==> config.mk <==
export PLATFORM = sky130hd
export DESIGN_NAME = demux32_route
export DESIGN_NICKNAME = d
export VERILOG_FILES = /design/src/rtl/demux32_route.sv
export SDC_FILE = /design/constraint.sdc
export NUM_CORES = 1
export LEC_CHECK = 0
export ABC_AREA = 0
export BUFFER_PORTS_ARGS = -buffer_cell sky130_fd_sc_hd__buf_4
export CAP_MARGIN = 20
export CORE_UTILIZATION = 35
export DETAILED_ROUTE_END_ITERATION = 10
export PLACE_DENSITY_LB_ADDON = 0.12
export REMOVE_ABC_BUFFERS = 1
export SLEW_MARGIN = 25
export SYNTH_ARGS = -nofsm -noshare
export SYNTH_HDL_FRONTEND = slang
export SYNTH_SLANG_ARGS = --single-unit
==> constraint.sdc <==
create_clock -name clk -period 5.5 [get_ports clk]
set_input_delay 0.55 -clock clk [delete_from_list [all_inputs] [get_ports clk]]
set_output_delay 0.55 -clock clk [all_outputs]
set_load 0.03 [all_outputs]
==> src/rtl/demux32_route.sv <==
// demux32_route: steers one producer stream into two independent
// per-destination FIFOs with delivered-word counters.
module demux32_route_fifo #(
  parameter int WIDTH = 32,
  parameter int DEPTH = 2,
  parameter int CNT_W = 16
) (
  input  logic             clk,
  input  logic             rst_n,
  input  logic             push,
  input  logic [WIDTH-1:0] wdata,
  output logic             full,
  output logic [WIDTH-1:0] dout,
  output logic             valid,
  input  logic             ready,
  output logic [CNT_W-1:0] count
);
  localparam int AW = $clog2(DEPTH);
  localparam logic [AW:0] OCC_ONE = 1;
  localparam logic [AW:0] OCC_FULL = (AW+1)'(DEPTH);
  localparam logic [AW-1:0] PTR_ONE = 1;
  localparam logic [CNT_W-1:0] CNT_ONE = 1;

  logic [WIDTH-1:0] mem [DEPTH];
  logic [AW-1:0]    wr_ptr;
  logic [AW-1:0]    rd_ptr;
  logic [AW:0]      occ;
  logic             pop;

  assign valid = (occ != '0);
  assign full  = (occ == OCC_FULL);
  assign pop   = valid & ready;
  assign dout  = valid ? mem[rd_ptr] : '0;

  always_ff @(posedge clk) begin
    if (push) mem[wr_ptr] <= wdata;
  end

  always_ff @(posedge clk or negedge rst_n) begin
    if (!rst_n) begin
      wr_ptr <= '0;
      rd_ptr <= '0;
      occ    <= '0;
      count  <= '0;
    end else begin
      if (push) wr_ptr <= wr_ptr + PTR_ONE;
      if (pop) begin
        rd_ptr <= rd_ptr + PTR_ONE;
        count  <= count + CNT_ONE;
      end
      unique case (1'b1)
        (push & !pop): occ <= occ + OCC_ONE;
        (pop & !push): occ <= occ - OCC_ONE;
        default:       occ <= occ;
      endcase
    end
  end
endmodule

module demux32_route #(
  parameter int WIDTH = 32,
  parameter int DEPTH = 2,
  parameter int CNT_W = 16
) (
  input  logic             clk,
  input  logic             rst_n,
  input  logic [WIDTH-1:0] in_data,
  input  logic             in_valid,
  input  logic             sel,
  output logic             in_ready,
  output logic [WIDTH-1:0] a_out,
  output logic             a_valid,
  input  logic             a_ready,
  output logic [WIDTH-1:0] b_out,
  output logic             b_valid,
  input  logic             b_ready,
  output logic [CNT_W-1:0] a_count,
  output logic [CNT_W-1:0] b_count
);
  logic a_full;
  logic b_full;
  logic take;

  // ready depends only on sel and stored occupancy
  assign in_ready = !(sel ? b_full : a_full);
  assign take     = in_valid & in_ready;

  demux32_route_fifo #(
    .WIDTH(WIDTH), .DEPTH(DEPTH), .CNT_W(CNT_W)
  ) u_fifo_a (
    .clk   (clk),
    .rst_n (rst_n),
    .push  (take & !sel),
    .wdata (in_data),
    .full  (a_full),
    .dout  (a_out),
    .valid (a_valid),
    .ready (a_ready),
    .count (a_count)
  );

  demux32_route_fifo #(
    .WIDTH(WIDTH), .DEPTH(DEPTH), .CNT_W(CNT_W)
  ) u_fifo_b (
    .clk   (clk),
    .rst_n (rst_n),
    .push  (take & sel),
    .wdata (in_data),
    .full  (b_full),
    .dout  (b_out),
    .valid (b_valid),
    .ready (b_ready),
    .count (b_count)
  );
endmodule
==> results.toml, run 1 <==
[placement]
dp_hpwl_mm = 8.69
portBuffers = 136
gp_congestion = 0.719

[global_route]
met3_usage_pct = 4.44
overflow = 0
grt_max_degree = 41
antenna_found_initial = 0
grt_pass1_wl_mm = 21.3
top_usage_layer = "met2"
gr-usage-all-layers_pct = 14.7
grt_use_met1_pct = 17.8
grt_pass1_vias = 3931
use_met2_pct = 24.3

[clock_tree]
insertion_delay_ns = 0.42
htree_levels = 4
clockRootBuffer = "clkbuf_16"
clock-sinks = 168
cts.reportedPaths.clkPinSlew_ns = 0.06
post_cts_buffers = 0
tritoncts = "yes"
cts_buffers = 17
clockBufferDepth = 2
hold_buffers = 0
ctsResizeCount = 0

[synthesis]
ys_top_cells_by_area = "edfxtp_1 (58%), dfrtp_1 (15%), mux2i_1 (9.7%), nor2_1 (4.4%), xnor2_1 (4.1%)"
synthFlopType = "edfxtp_1"
synth_top_cell_by_area = "edfxtp_1"
synthArstFlopShare_pct = 23.8
yosysSeqAreaShare_pct = 73.3
syn_inst = 434
synthDistinctLibCells = 27
ys_ff_latch = 168
synth_top_area_share_pct = 58.2
yosysWarnings = 0
synth_area_um2 = 6610
synth_edf_count = 128
syn_area_per_cell_um2 = 15.2

[finish]
diodes = 0
final_common_cell = "buf_4"
drive_gt1_share_pct = 31.0
nets = 619
fin_util_pct = 46.8
final_cell_mix = "buf_4 (136), edfxtp_1 (128), nor2_1 (72)"
area_growth_pct = 28.9
fill_cells = 1600

[critical_path]
required_ns = 4.95
cp_cell_sequence = "mux2i_1, nor2_1, buf_4"
timing.rr.start = "u_fifo_a.occ[0]"
cp_max_fo = 33
endpoint_kind = "output port"
cpPeakStageDelay_ns = 1.02
start_kind = "flip-flop"
critPathLaunch = "u_fifo_a.rd_ptr"
critPathKind = "reg -> out"
crit_arrival_ns = 2.07
slowest_stage = "dfrtp_2"

[power_and_ir_drop]
power.leakage_uw = 0.00350
power_density_nw_per_um2 = 569
ir_worst_vdd_uv = 257

[die]
pin_count = 137
initial_utilization_pct = 36.3
num_rows = 49
core-area_um2 = 18200
die_x_um = 139
die_y_um = 139
dieArea_um2 = 19400

[sta]
max_slew.worst_pin.slew_ns = 0.999
finalCritPeriodShare_pct = 47.6
setup_viol = 0
fmax_ghz = 0.382
hold_viol = 0
finClkSkew_ns = 0.00718
setup-tns-final_ns = 0
period_minus_slack_ns = 2.62
slew_violations = 0
max-slew-margin-rel_pct = 33.4
rsz0062_at_grt = "no"

[job]
drv_cap = 0

[drt]
wl_mm = 13.2
ant_nets = 0
drtPass1Iterations = 4
wire_per_inst_um = 16.1
vias = 3794
avgViaCountPerCell = 4.63
drt_iter0_drc = 144
drc = 0

[status]
status = "complete, no violations"

[min_path]
hold_class = "in -> async"
[area by class of cell]
| class | instances | area (um^2) | share of cell area, % |
|---|---|---|---|
| sequential | 168 | 4850 | 56.9 |
| multi-input combinational | 243 | 1710 | 20.1 |
| timing repair buffer | 139 | 1080 | 12.7 |
| clock buffer | 20 | 437 | 5.13 |
| tap | 229 | 287 | 3.36 |
| clock inverter | 12 | 128 | 1.50 |
| inverter | 8 | 30.0 | 0.353 |
[synthesized netlist by cell type, types with 5 or more instances]
| cell type | n |
|---|---|
| edfxtp_1 | 128 |
| buf_2 | 6 |
| nand3_1 | 14 |
| dfrtp_1 | 40 |
| nor2_1 | 78 |
| nand2_1 | 20 |
| xor2_1 | 9 |
| nand4_1 | 5 |
| mux2i_1 | 64 |
| xnor2_1 | 31 |
| inv_1 | 7 |
| clkbuf_1 | 8 |
[state kept, by name, indices dropped and copies added (netlist names)]
register and count:
u_fifo_a.mem 64, u_fifo_b.mem 64, u_fifo_a.count 16, u_fifo_b.count 16
u_fifo_a.occ 2, u_fifo_b.occ 2, u_fifo_a.rd_ptr 1, u_fifo_a.wr_ptr 1
u_fifo_b.rd_ptr 1, u_fifo_b.wr_ptr 1
[cells by family (layout without fill, tap and decap cells)]
group	Yosys count	count (layout)	synth area share, %
compound gates	2	2	0.379
xor+xnor	40	40	5.30
fa+ha+maj	4	4	0.758
buf+inv	23	179	1.48
flops	168	168	73.3
mux	65	65	9.87
simple gates	132	132	8.87
[power breakdown]
part / internal [uW] / total (uW) / switching (uW)
combinational: 716 / 1870 / 1160
clock: 666 / 1130 / 465
sequential: 1580 / 1850 / 262
total: 2970 / 4850 / 1880
[layer usage]
metal  vias up  wire length (um)
li1       1833                 -
met1      1854              5830
met2        94              6470
met3        13               705
met4         0               183
met5         -                 0
[metrics by stage]
step	hold WS (ns)	setup WS, ns	power [uW]	std cells	instance area (um^2)
floorplan	0.254	2.93	3000	419	6540
global placement	0.464	3.27	3760	784	7890
detailed placement	0.472	3.25	3780	786	7930
CTS	0.114	2.81	4920	818	8490
global route	0.147	2.68	5110	819	8520
finish	0.107	2.88	4850	819	8520
[critical path: cells and delay by family, from the launching register on]
kind / cells / cell delay (ns)
buffers and inverters: 1 / 0.22
multiplexers: 1 / 0.31
AND/OR/NAND/NOR: 1 / 0.09
flip-flops: 1 / 1.02
[final timing paths]
| kind | endpoint | slack (ns) | depth (start not counted) |
|---|---|---|---|
| worst min register to register | u_fifo_a.count[15] | 0.48 | 1 |
| worst max-delay path | a_out[2] | 2.88 | 3 |
| max in group asynchronous | u_fifo_b.rd_ptr | 5.00 | 1 |
| worst max register to register | u_fifo_a.mem[1][1] | 3.36 | 3 |
| min in group clk | u_fifo_b.mem[1][20] | 0.33 | 1 |
| worst min-delay path | u_fifo_a.count[8] | 0.11 | 1 |
(Power assumes the default switching activity.)
==> inputs of run 2 (changes only) <==
clock period = 2.1 ns   (was 5.5 ns; I/O delays follow)
==> results.toml, run 2 (synthesized netlist as in run 1, its figures left out) <==
[status]
status = "complete, no violations"

[drt]
drtPass1Iterations = 4
avgViaCountPerCell = 4.67
drc = 0
drt_iter0_drc = 119
wire_per_inst_um = 16.3
vias = 4019
wl_mm = 14.0
ant_nets = 0

[critical_path]
timing.rr.start = "u_fifo_a.occ[0]"
reg2reg_to = "u_fifo_a.occ[1]"
critPathKind = "reg -> out"
r2r_slack_ns = 0.35
r2r.worst_path.cells = 6
required_ns = 1.89
cp_cell_sequence = "buf_12, mux2i_1, nor2_1, buf_4"
cpLargestDelayFamily = "flip-flops"
slowest_stage = "dfrtp_4"
cp_max_fo = 14
cpPeakStageDelay_ns = 0.60
start_kind = "flip-flop"
crit_arrival_ns = 1.77
worst-path-buf-inv = 2
endpoint_kind = "output port"

[global_route]
grt_max_degree = 41
grt_pass1_wl_mm = 22.3
gr-usage-all-layers_pct = 15.3
overflow = 0
antenna_found_initial = 0
grt_pass1_vias = 4151

[finish]
diodes = 0
stdcell_count = 861
design_area_um2 = 8920
nets = 661
drive_gt1_share_pct = 30.4
fin_util_pct = 49.0
final_cell_mix = "buf_4 (144), edfxtp_1 (128), nor2_1 (72)"
final_common_cell = "buf_4"
fill_cells = 1599
reg_top3 = "u_fifo_a.mem x64, u_fifo_b.mem x64"
area_growth_pct = 35.0

[sta]
rsz0062_at_grt = "no"
whs_ns = 0.165
finalCritPeriodShare_pct = 94.4
hold_viol = 0
period_minus_slack_ns = 1.98
setup_viol = 0
fmax_ghz = 0.504
max-slew-margin-rel_pct = 65.6
finClkSkew_ns = 0.00874
slew_violations = 0
max_slew.worst_pin.slew_ns = 0.516

[die]
pin_count = 137
die_y_um = 139
dieArea_um2 = 19400
die_x_um = 139
core-area_um2 = 18200
initial_utilization_pct = 36.3
num_rows = 49

[clock_tree]
htree_levels = 4
cts_buffers = 17
post_cts_buffers = 0
clock-sinks = 168
clockBufferDepth = 2
clockRootBuffer = "clkbuf_16"
insertion_delay_ns = 0.42
cts.reportedPaths.clkPinSlew_ns = 0.06
tritoncts = "yes"

[placement]
gp_congestion = 0.735
dp_hpwl_mm = 9.24
portBuffers = 136
dpl_cell_area_um2 = 8020
dp_cells = 796

[power_and_ir_drop]
power_density_nw_per_um2 = 1450
p_total_uw = 12900
ir_worst_vdd_uv = 745
power.leakage_uw = 0.00369

[min_path]
hold_class = "in -> reg"
min_delay_path_depth = 3
min-delay-start = "b_ready"
hold_end = "u_fifo_b.count[0]"

[job]
drv_cap = 0
## run 2: report_power, final
| part | switching, uW | leakage, uW | internal [uW] |
|---|---|---|---|
| Clock | 1220 | 0.000272 | 1740 |
| Combinational | 3370 | 0.00173 | 2010 |
| Sequential | 430 | 0.00168 | 4150 |
## run 2: metal layers
metal	vias to the layer above	part of all wire, %	GRT usage (%)
li1	1916	-	-
met1	1983	46	19.8
met2	106	47	24.3
met3	14	5.0	4.30
met4	0	1.7	5.96
met5	-	0	0
## run 2: per-stage QoR
| stage | setup TNS (ns) | setup slack [ns] |
|---|---|---|
| 2_1_floorplan | -57.30 | -0.442 |
| 3_3_place_gp | 0 | 0.420 |
| 3_5_place_dp | 0 | 0.338 |
| 4_1_cts | 0 | 0.0677 |
| 5_1_grt | 0 | 0.0151 |
| 6_report | 0 | 0.118 |
## run 2: cell type report
type | instances | area [um^2] | area share, %
multi-input cells | 243 | 1710 | 19.1
repair buffers | 181 | 1480 | 16.6
inverters | 8 | 30.0 | 0.337
flip-flops and latches | 168 | 4850 | 54.4
clock inverters | 12 | 126 | 1.42
well taps | 229 | 287 | 3.21
clock buffers | 20 | 437 | 4.90
## run 2: worst max path at each step
stage	start	end	slack, ns	cells past startpoint
2_1_floorplan	u_fifo_a.occ[1]	u_fifo_a.mem[0][0]	-0.44	3
3_3_place_gp	u_fifo_a.occ[0]	u_fifo_a.occ[1]	0.42	6
3_5_place_dp	u_fifo_b.occ[0]	u_fifo_b.mem[0][26]	0.34	4
4_1_cts	u_fifo_a.occ[0]	a_out[2]	0.07	4
5_1_grt	u_fifo_a.rd_ptr	a_out[27]	0.02	4
6_report	u_fifo_a.rd_ptr	a_out[2]	0.12	4
## run 2: worst min-delay path, cell delays in order
cell and delay (ns):
buf_4 0.12, o21ai_2 0.14, xnor2_1 0.08
## run 2: what timing repair did
item / in CTS / in global routing
gates cloned: 0 / 0
hold buffers: 33 / 0
resized for setup: 1 / 1
endpoints found under the hold margin: 166 / 0
setup endpoints to repair: 2 / 2
